<file path="config.mk">
export PLATFORM = sky130hd
export DESIGN_NAME = decode_queue
export DESIGN_NICKNAME = d
export VERILOG_FILES = /design/src/rtl/decode_queue.sv
export SDC_FILE = /design/constraint.sdc
export NUM_CORES = 1
export LEC_CHECK = 0
export CORE_MARGIN = 10
export CORE_UTILIZATION = 54
export CTS_CLUSTER_SIZE = 28
export DETAILED_ROUTE_END_ITERATION = 7
export DONT_BUFFER_PORTS = 1
export PLACE_DENSITY_LB_ADDON = 0.05
export REMOVE_ABC_BUFFERS = 1
export SLEW_MARGIN = 20
export SYNTH_ARGS = -nofsm -noshare
export SYNTH_HDL_FRONTEND = slang
export SYNTH_SLANG_ARGS = --single-unit
</file>
<file path="constraint.sdc">
create_clock -name clk -period 10.69 [get_ports clk]
set_clock_uncertainty 0.1 [all_clocks]
set_input_delay 2.138 -clock clk [delete_from_list [all_inputs] [get_ports clk]]
set_output_delay 2.138 -clock clk [all_outputs]
set_load 0.005 [all_outputs]
</file>
<file path="src/rtl/decode_queue.sv">
// rtl/decode_queue.sv - circular decoded-instruction queue with load-use hazard lookup
//
// Buffers decoded instructions between the decode and execute stages. Each entry
// holds a payload bundle plus the destination register and the regwrite/memread
// sideband flags. The sideband flags feed a combinational lookup that reports
// whether any queued load writes a register that the instruction now in decode
// reads.
//
// Ports:
//   clk          system clock
//   Rst          asynchronous active-high reset
//   in_valid     decode stage presents an instruction
//   in_ready     queue accepts an instruction this cycle
//   in_payload   decoded bundle (PAYLOAD_W)
//   in_rd        destination register of the incoming instruction
//   in_regwrite  incoming instruction writes in_rd
//   in_memread   incoming instruction is a load
//   out_valid    head entry is valid
//   out_ready    execute stage consumes the head entry
//   out_payload  head bundle (zero when the queue is empty)
//   out_rd       head destination register (zero when empty)
//   out_regwrite head regwrite flag (zero when empty)
//   out_memread  head memread flag (zero when empty)
//   flush        squash: discards all entries on the next edge
//   hold         freezes the queue (flush still wins)
//   query_rs1    first source register of the instruction in decode
//   query_rs2    second source register of the instruction in decode
//   load_hz      a queued load writes query_rs1 or query_rs2
//   count        number of valid entries (CNT_W)
module decode_queue #(
  parameter int PAYLOAD_W = 128,
  parameter int DEPTH     = 4,
  parameter int CNT_W     = $clog2(DEPTH) + 1
) (
  input  logic                 clk,
  input  logic                 Rst,
  input  logic                 in_valid,
  output logic                 in_ready,
  input  logic [PAYLOAD_W-1:0] in_payload,
  input  logic [4:0]           in_rd,
  input  logic                 in_regwrite,
  input  logic                 in_memread,
  output logic                 out_valid,
  input  logic                 out_ready,
  output logic [PAYLOAD_W-1:0] out_payload,
  output logic [4:0]           out_rd,
  output logic                 out_regwrite,
  output logic                 out_memread,
  input  logic                 flush,
  input  logic                 hold,
  input  logic [4:0]           query_rs1,
  input  logic [4:0]           query_rs2,
  output logic                 load_hz,
  output logic [CNT_W-1:0]     count
);

  localparam int PTR_W = $clog2(DEPTH);

  logic [PAYLOAD_W-1:0] mem_payload  [DEPTH];
  logic [4:0]           mem_rd       [DEPTH];
  logic                 mem_regwrite [DEPTH];
  logic                 mem_memread  [DEPTH];

  logic [PTR_W-1:0] head;
  logic [PTR_W-1:0] tail;

  logic full;
  logic empty;
  logic push;
  logic pop;

  assign full  = (count == CNT_W'(DEPTH));
  assign empty = (count == '0);

  // Rst is folded in so in_ready reads low for the whole reset pulse, not just
  // after the asynchronous clear has propagated through count.
  assign in_ready  = !full && !hold && !flush && !Rst;
  assign out_valid = !empty && !hold;

  assign push = in_valid && in_ready;
  assign pop  = out_valid && out_ready && !flush;

  always_ff @(posedge clk or posedge Rst) begin
    if (Rst) begin
      head  <= '0;
      tail  <= '0;
      count <= '0;
    end else if (flush) begin
      head  <= '0;
      tail  <= '0;
      count <= '0;
    end else begin
      // hold needs no branch: it already forces push and pop low.
      if (push) tail <= tail + 1'b1;
      if (pop)  head <= head + 1'b1;
      case ({push, pop})
        2'b10:   count <= count + 1'b1;
        2'b01:   count <= count - 1'b1;
        default: count <= count;
      endcase
    end
  end

  // Storage is left unreset; every reader below masks it with the valid window.
  always_ff @(posedge clk) begin
    if (push) begin
      mem_payload[tail]  <= in_payload;
      mem_rd[tail]       <= in_rd;
      mem_regwrite[tail] <= in_regwrite;
      mem_memread[tail]  <= in_memread;
    end
  end

  assign out_payload  = empty ? '0    : mem_payload[head];
  assign out_rd       = empty ? 5'd0  : mem_rd[head];
  assign out_regwrite = empty ? 1'b0  : mem_regwrite[head];
  assign out_memread  = empty ? 1'b0  : mem_memread[head];

  // An entry is live when its distance from head (modulo DEPTH) is below count.
  // With count==DEPTH every distance qualifies, so a full queue needs no special case.
  logic [PTR_W-1:0] entry_offs [DEPTH];
  logic [DEPTH-1:0] entry_hz;

  for (genvar i = 0; i < DEPTH; i++) begin : g_hz
    assign entry_offs[i] = PTR_W'(i) - head;
    assign entry_hz[i]   = (CNT_W'(entry_offs[i]) < count)
                           && mem_memread[i] && mem_regwrite[i]
                           && (mem_rd[i] != 5'd0)
                           && ((mem_rd[i] == query_rs1) || (mem_rd[i] == query_rs2));
  end

  assign load_hz = |entry_hz;

endmodule

</file>
**Word-level counts from Yosys, hierarchy flattened**

Memory sizes are Yosys's and may differ from the RTL's.
Index checks and enable logic that the tools add are counted.

- Add/subtract/negate cells: 8
- Muxes and demuxes: 12
- Equal/unequal tests: 11
- Order comparisons: 4
- Reductions and logical operators: 41

Operator list:

| operator | number |
|---|---|
| $mux 128 | 1 |
| $eq 5x5->1 | 8 |
| $logic_and 1x1->1 | 23 |
| $reduce_bool 5->1 | 4 |
| $lt 2x3->1 | 4 |
| $mux 2 | 4 |
| $pmux 3 s2 | 1 |
| $logic_not 1->1 | 5 |
| $mux 5 | 1 |
| $add 2x1->2 const B | 2 |
| $logic_or 1x1->1 | 4 |
| $mux 1 | 4 |
| $reduce_bool 2->1 | 2 |
| $reduce_or 4->1 | 1 |
| $sub 1x2->2 const A | 2 |
| $sub 2x2->2 const A | 2 |
| $add 3x1->3 const B | 1 |
| $eq 3x3->1 const B | 1 |
| $logic_not 3->1 | 1 |
| $mux 3 | 1 |
| $reduce_bool 3->1 | 1 |
| $sub 3x1->3 const B | 1 |
| $eq 2x1->1 const B | 1 |
| $eq 2x2->1 const B | 1 |

- Word-level logic and storage cells: 83
- Output and inout bits: 141
- Memory bits (writable): 540
- Memories kept: 4
- Register bits after elaboration: 7
- Bits of input ports: 151

Memories:

| memory | depth | width | read ports | clocked after memory_dff | write ports | RTL line | source |
|---|---|---|---|---|---|---|---|
| mem_payload | 4 | 128 | 1 | 0 | 1 | 59 | `logic [PAYLOAD_W-1:0] mem_payload [DEPTH];` |
| mem_rd | 4 | 5 | 5 | 0 | 1 | 60 | `logic [4:0] mem_rd [DEPTH];` |
| mem_memread | 4 | 1 | 5 | 0 | 1 | 62 | `logic mem_memread [DEPTH];` |
| mem_regwrite | 4 | 1 | 5 | 0 | 1 | 61 | `logic mem_regwrite [DEPTH];` |

**Logic depth before layout (Yosys ltp)**

- Word-level depth: 9
- Depth in mapped cells: 8
- Mapped depth without buffers: 7

**Least setup slack after synthesis**

Ideal clock, no wire load.

- Path type: input to output
- From: in query_rs1[4]
- To: out load_hz
- Arrival time: 2.977 ns
- Stages on the path: 6
- Slack: 5.475 ns
- Path buffers: 1
- Required time: 8.452 ns
- Path through: clkbuf_1 > xnor2_1 > nand3_1 > nor3_1 > o221ai_1 > nand4_1

- Longest elaborated chain between the ends: 4
- Elaborated cells between the ends (all ways): 13
- Those cells by class: eq/ne (4); reduce/logical (9)

Ends and longest elaborated chain:

| item | RTL line | source |
|---|---|---|
| from (decl) | 51 | `input logic [4:0] query_rs1,` |
| $eq 5x5->1 | 129 | `&& ((mem_rd[i] == query_rs1) \|\| (mem_rd[i] == query_rs2));` |
| $logic_or 1x1->1 | 129 |  |
| $logic_and 1x1->1 | 129 |  |
| $reduce_or 4->1 * | 132 | `assign load_hz = \|entry_hz;` |
| to (decl) | 53 | `output logic load_hz,` |

Mark *: on every way between the ends. The rest lies on a longest branch, timed or not.

**Worst setup path in the final report**

- From: reg head[1]
- To: out out_payload[11]

- Longest elaborated chain between the ends: 2

Ends and longest elaborated chain:

| item | RTL line | source |
|---|---|---|
| from (decl) | 64 | `logic [PTR_W-1:0] head;` |
| from (signal assigned) | 95 | `if (pop) head <= head + 1'b1;` |
| $mem_v2 4x128 | n/a |  |
| $mux 128 | 114 | `assign out_payload = empty ? '0 : mem_payload[head];` |
| to (decl) | 45 | `output logic [PAYLOAD_W-1:0] out_payload,` |

Every way passes these cells.

==> flow_summary.yaml <==
logic_synthesis:
  netlist.area_leader.share_pct: 75.4
  yosysSeqAreaShare_pct: 76.2
  synth_fa_ha_area_share_pct: 0.559
  synthSimpleGateAreaFrac_pct: 5.38
  synth_compound_area_share_pct: 0.512
  synth_xor_area_share_pct: 1.87
  synth_top_family_by_area: "multiplexers"
  synthArstFlopShare_pct: 1.28
  netlist_instances: 993
  ys_ff_latch: 547
  synth_edf_count: 540
  synth_flop_cell: "edfxtp_1"
  synth.distinct_cells: 39
  synth_area_per_cell_sq_um: 21.6
  yosysWarnings: 0
  synth_mux_area_share_pct: 14.2
  synthTopCellsByArea: "edfxtp_1 (75%), mux4_2 (14%), nor2b_1 (3.7%)"
  netlist_area_sq_um: 21500
  yosys.area.top_type: "edfxtp_1"
placed_design:
  placed_cell_area_sq_um: 22000
  port_buffers: 0
  dp.cells: 1480
  dp_hpwl_mm: 28.5
  place_congestion: 0.840
clock_tree:
  hold_buffers: 0
  path_clk_slew_ns: 0.06
  clk_latency_ns: 0.58
  clock-sinks: 547
  clockRootBuffer: "clkbuf_16"
  cts_tree: "built"
  numCtsBuffers: 55
  cts_setup_buffers: 0
  post_cts_resized: 0
  h-tree-depth: 2
  ctsLongestPathBuffers: 3
min_path:
  min_path_type: "reg2reg"
  worstHoldEndpoint: "tail[0]"
  min_path_cells: 2
  hp-start: "tail[0]"
run:
  drv_cap: 0
global_route:
  grt_max_degree: 75
  grt_antenna_before_repair: 0
  grt_pass1_wl_mm: 66.5
  grt_pass1_vias: 10100
  grt_usage_pct: 18.8
  gr-total-overflow: 0
worst_setup_path:
  crit_path_cell_trace: "buf_16, buf_4, mux4_2, nor2b_1"
  worst_path_max_delay_cell: "buf_4"
  crit_fanout: 65
  slowest_delay_ns: 0.80
  rr_worst_depth: 5
  critPathRequiredTime_ns: 8.45
  regToRegSetupSlack_ns: 6.54
  cp.buffers_inverters: 2
  worstSetupStartpointType: "flop"
  crit_arrival_ns: 3.26
  cpLargestDelayFamily: "buffers and inverters"
  crit_path_end_kind: "output pin"
  crit_type: "reg2out"
  rr_startpoint: "count[2]"
  rr_endpoint: "mem_payload[2][75]"
timing:
  setup_viol: 0
  finalHoldViolCount: 0
  rsz0062_at_grt: "false"
  fmax_ghz: 0.182
  slew-limit-headroom_pct: 32.7
  fin_crit_ns: 5.49
  tightest_slew_ns: 1.01
  maxSlewViolCount: 0
  tns_ns: 0
  post-route-period-util_pct: 51.4
floorplan:
  die_area_sq_um: 48200
  core_area_sq_um: 39500
  die_w_microns: 220
  die-height_microns: 220
  start_util_pct: 54.4
  row_count: 73
  io_pins: 292
finish:
  final_area_sq_um: 23900
  n_antenna_cell: 0
  finalNetCount: 1174
  syn2layout_area_growth_pct: 11.0
  fin_cells: 1582
  drive_gt1_share_pct: 22.6
detailed_routing:
  drc: 0
  drt_first_pass_iters: 7
  ant_nets: 0
  route.vias.total: 9457
  drt_iter0_markers: 622
  wl_per_cell_microns: 28.6
  vias_per_cell: 5.98
  wl_mm: 45.3
power:
  power_density_nw_per_um2: 184
  netSwitchingPower_uw: 859
  p_int_uw: 3520
  combPwrFrac_pct: 3.3
  ir_drop_uv: 153
  clkPwrFrac_pct: 42.4
  total_power_uw: 4380
  swShare_pct: 19.6
  p_seq_share_pct: 54.3
  p_leak_uw: 0.00721
outcome:
  status: "completed"
[Yosys cell counts, types with 2 or more instances]
master    instances
xor2_1           16
buf_2            14
and2b_1           8
a21oi_1           5
nand3_1           8
o221ai_1          4
nor3_1            9
nand2b_1          2
edfxtp_1        540
mux4_2          135
inv_1             6
ha_1              8
or3_1             4
nor2_1            8
nand2_1           2
nor2b_1         127
o311a_1           4
clkbuf_1         34
dfrtp_1           7
and2_2            5
mux2i_1           2
xnor2_1          28
[power by group through the flow]
stage | Combinational [uW] | Sequential, uW | Clock [uW]
2_1_floorplan | 116 | 2430 | 0
3_3_place_gp | 144 | 2430 | 0
3_5_place_dp | 146 | 2430 | 0
4_1_cts | 147 | 2380 | 1910
5_1_grt | 159 | 2380 | 2000
6_report | 146 | 2380 | 1860
[how the worst max path moves through the flow]
| stage | from | to | slack, ns | cells after the start |
|---|---|---|---|---|
| after floorplan | count[0] | out_payload[106] | 0.58 | 2 |
| after global placement | Rst | mem_payload[3][76] | 5.22 | 5 |
| after detailed placement | Rst | mem_payload[0][34] | 5.08 | 5 |
| after CTS | head[0] | out_payload[98] | 4.67 | 3 |
| after global routing | head[1] | out_payload[69] | 4.95 | 4 |
| final | head[1] | out_payload[11] | 5.20 | 4 |
[routing by layer]
metal | vias to the layer above | track usage [%] | part of all wire, %
li1 | 4058 | - | -
met1 | 4996 | 23.0 | 37
met2 | 328 | 30.6 | 50
met3 | 75 | 7.21 | 10
met4 | 0 | 5.79 | 2.2
met5 | - | 0 | 0
[worst min-delay path, cell delays in order (launching register included)]
cell,delay (ns)
dfrtp_1,0.41
xnor2_1,0.14
nor2_1,0.04
[sequential cells by signal, indices dropped and copies added (netlist names)]
signal        flops
mem_regwrite      4
tail              2
count             3
head              2
mem_memread       4
mem_rd           20
mem_payload     512
[layout make-up]
cell class	instances	area (sq um)
multi-input cells	388	4860
repair buffers	16	164
inverters	6	22.5
clock buffers	66	1420
fillers	2763	15700
clock inverters	34	345
well taps	525	657
flip-flops and latches	547	16400
[per-stage QoR]
step	worst slack, ns	util [%]	hold WS, ns
after global placement	5.22	55.7	0.457
after CTS	4.67	60.2	0.527
after global routing	4.95	60.3	0.559
final	5.20	60.3	0.532
after floorplan	0.576	-	0.438
after detailed placement	5.08	55.7	0.511
[cell usage in the layout, fill, tap and decap left out, drive strengths merged, types with 8 or more instances in the layout]
master  synthesis  layout
buf            17      16
mux4          135     135
xor2           17      17
nand3           8       8
edfxtp        540     540
clkbuf         35      66
nor2b         127     127
clkinv          0      26
and2b           8       8
nor2            8       8
ha              8       8
nor3           10      10
xnor2          28      28
[logic make-up (layout without fill, tap and decap cells)]
| kind of cell | Yosys count | after routing |
|---|---|---|
| simple gates | 183 | 183 |
| flops | 547 | 547 |
| xor+xnor | 45 | 45 |
| fa+ha+maj | 9 | 9 |
| compound gates | 14 | 14 |
| buf+inv | 58 | 122 |
| mux | 137 | 137 |
(Power assumes the default switching activity.)
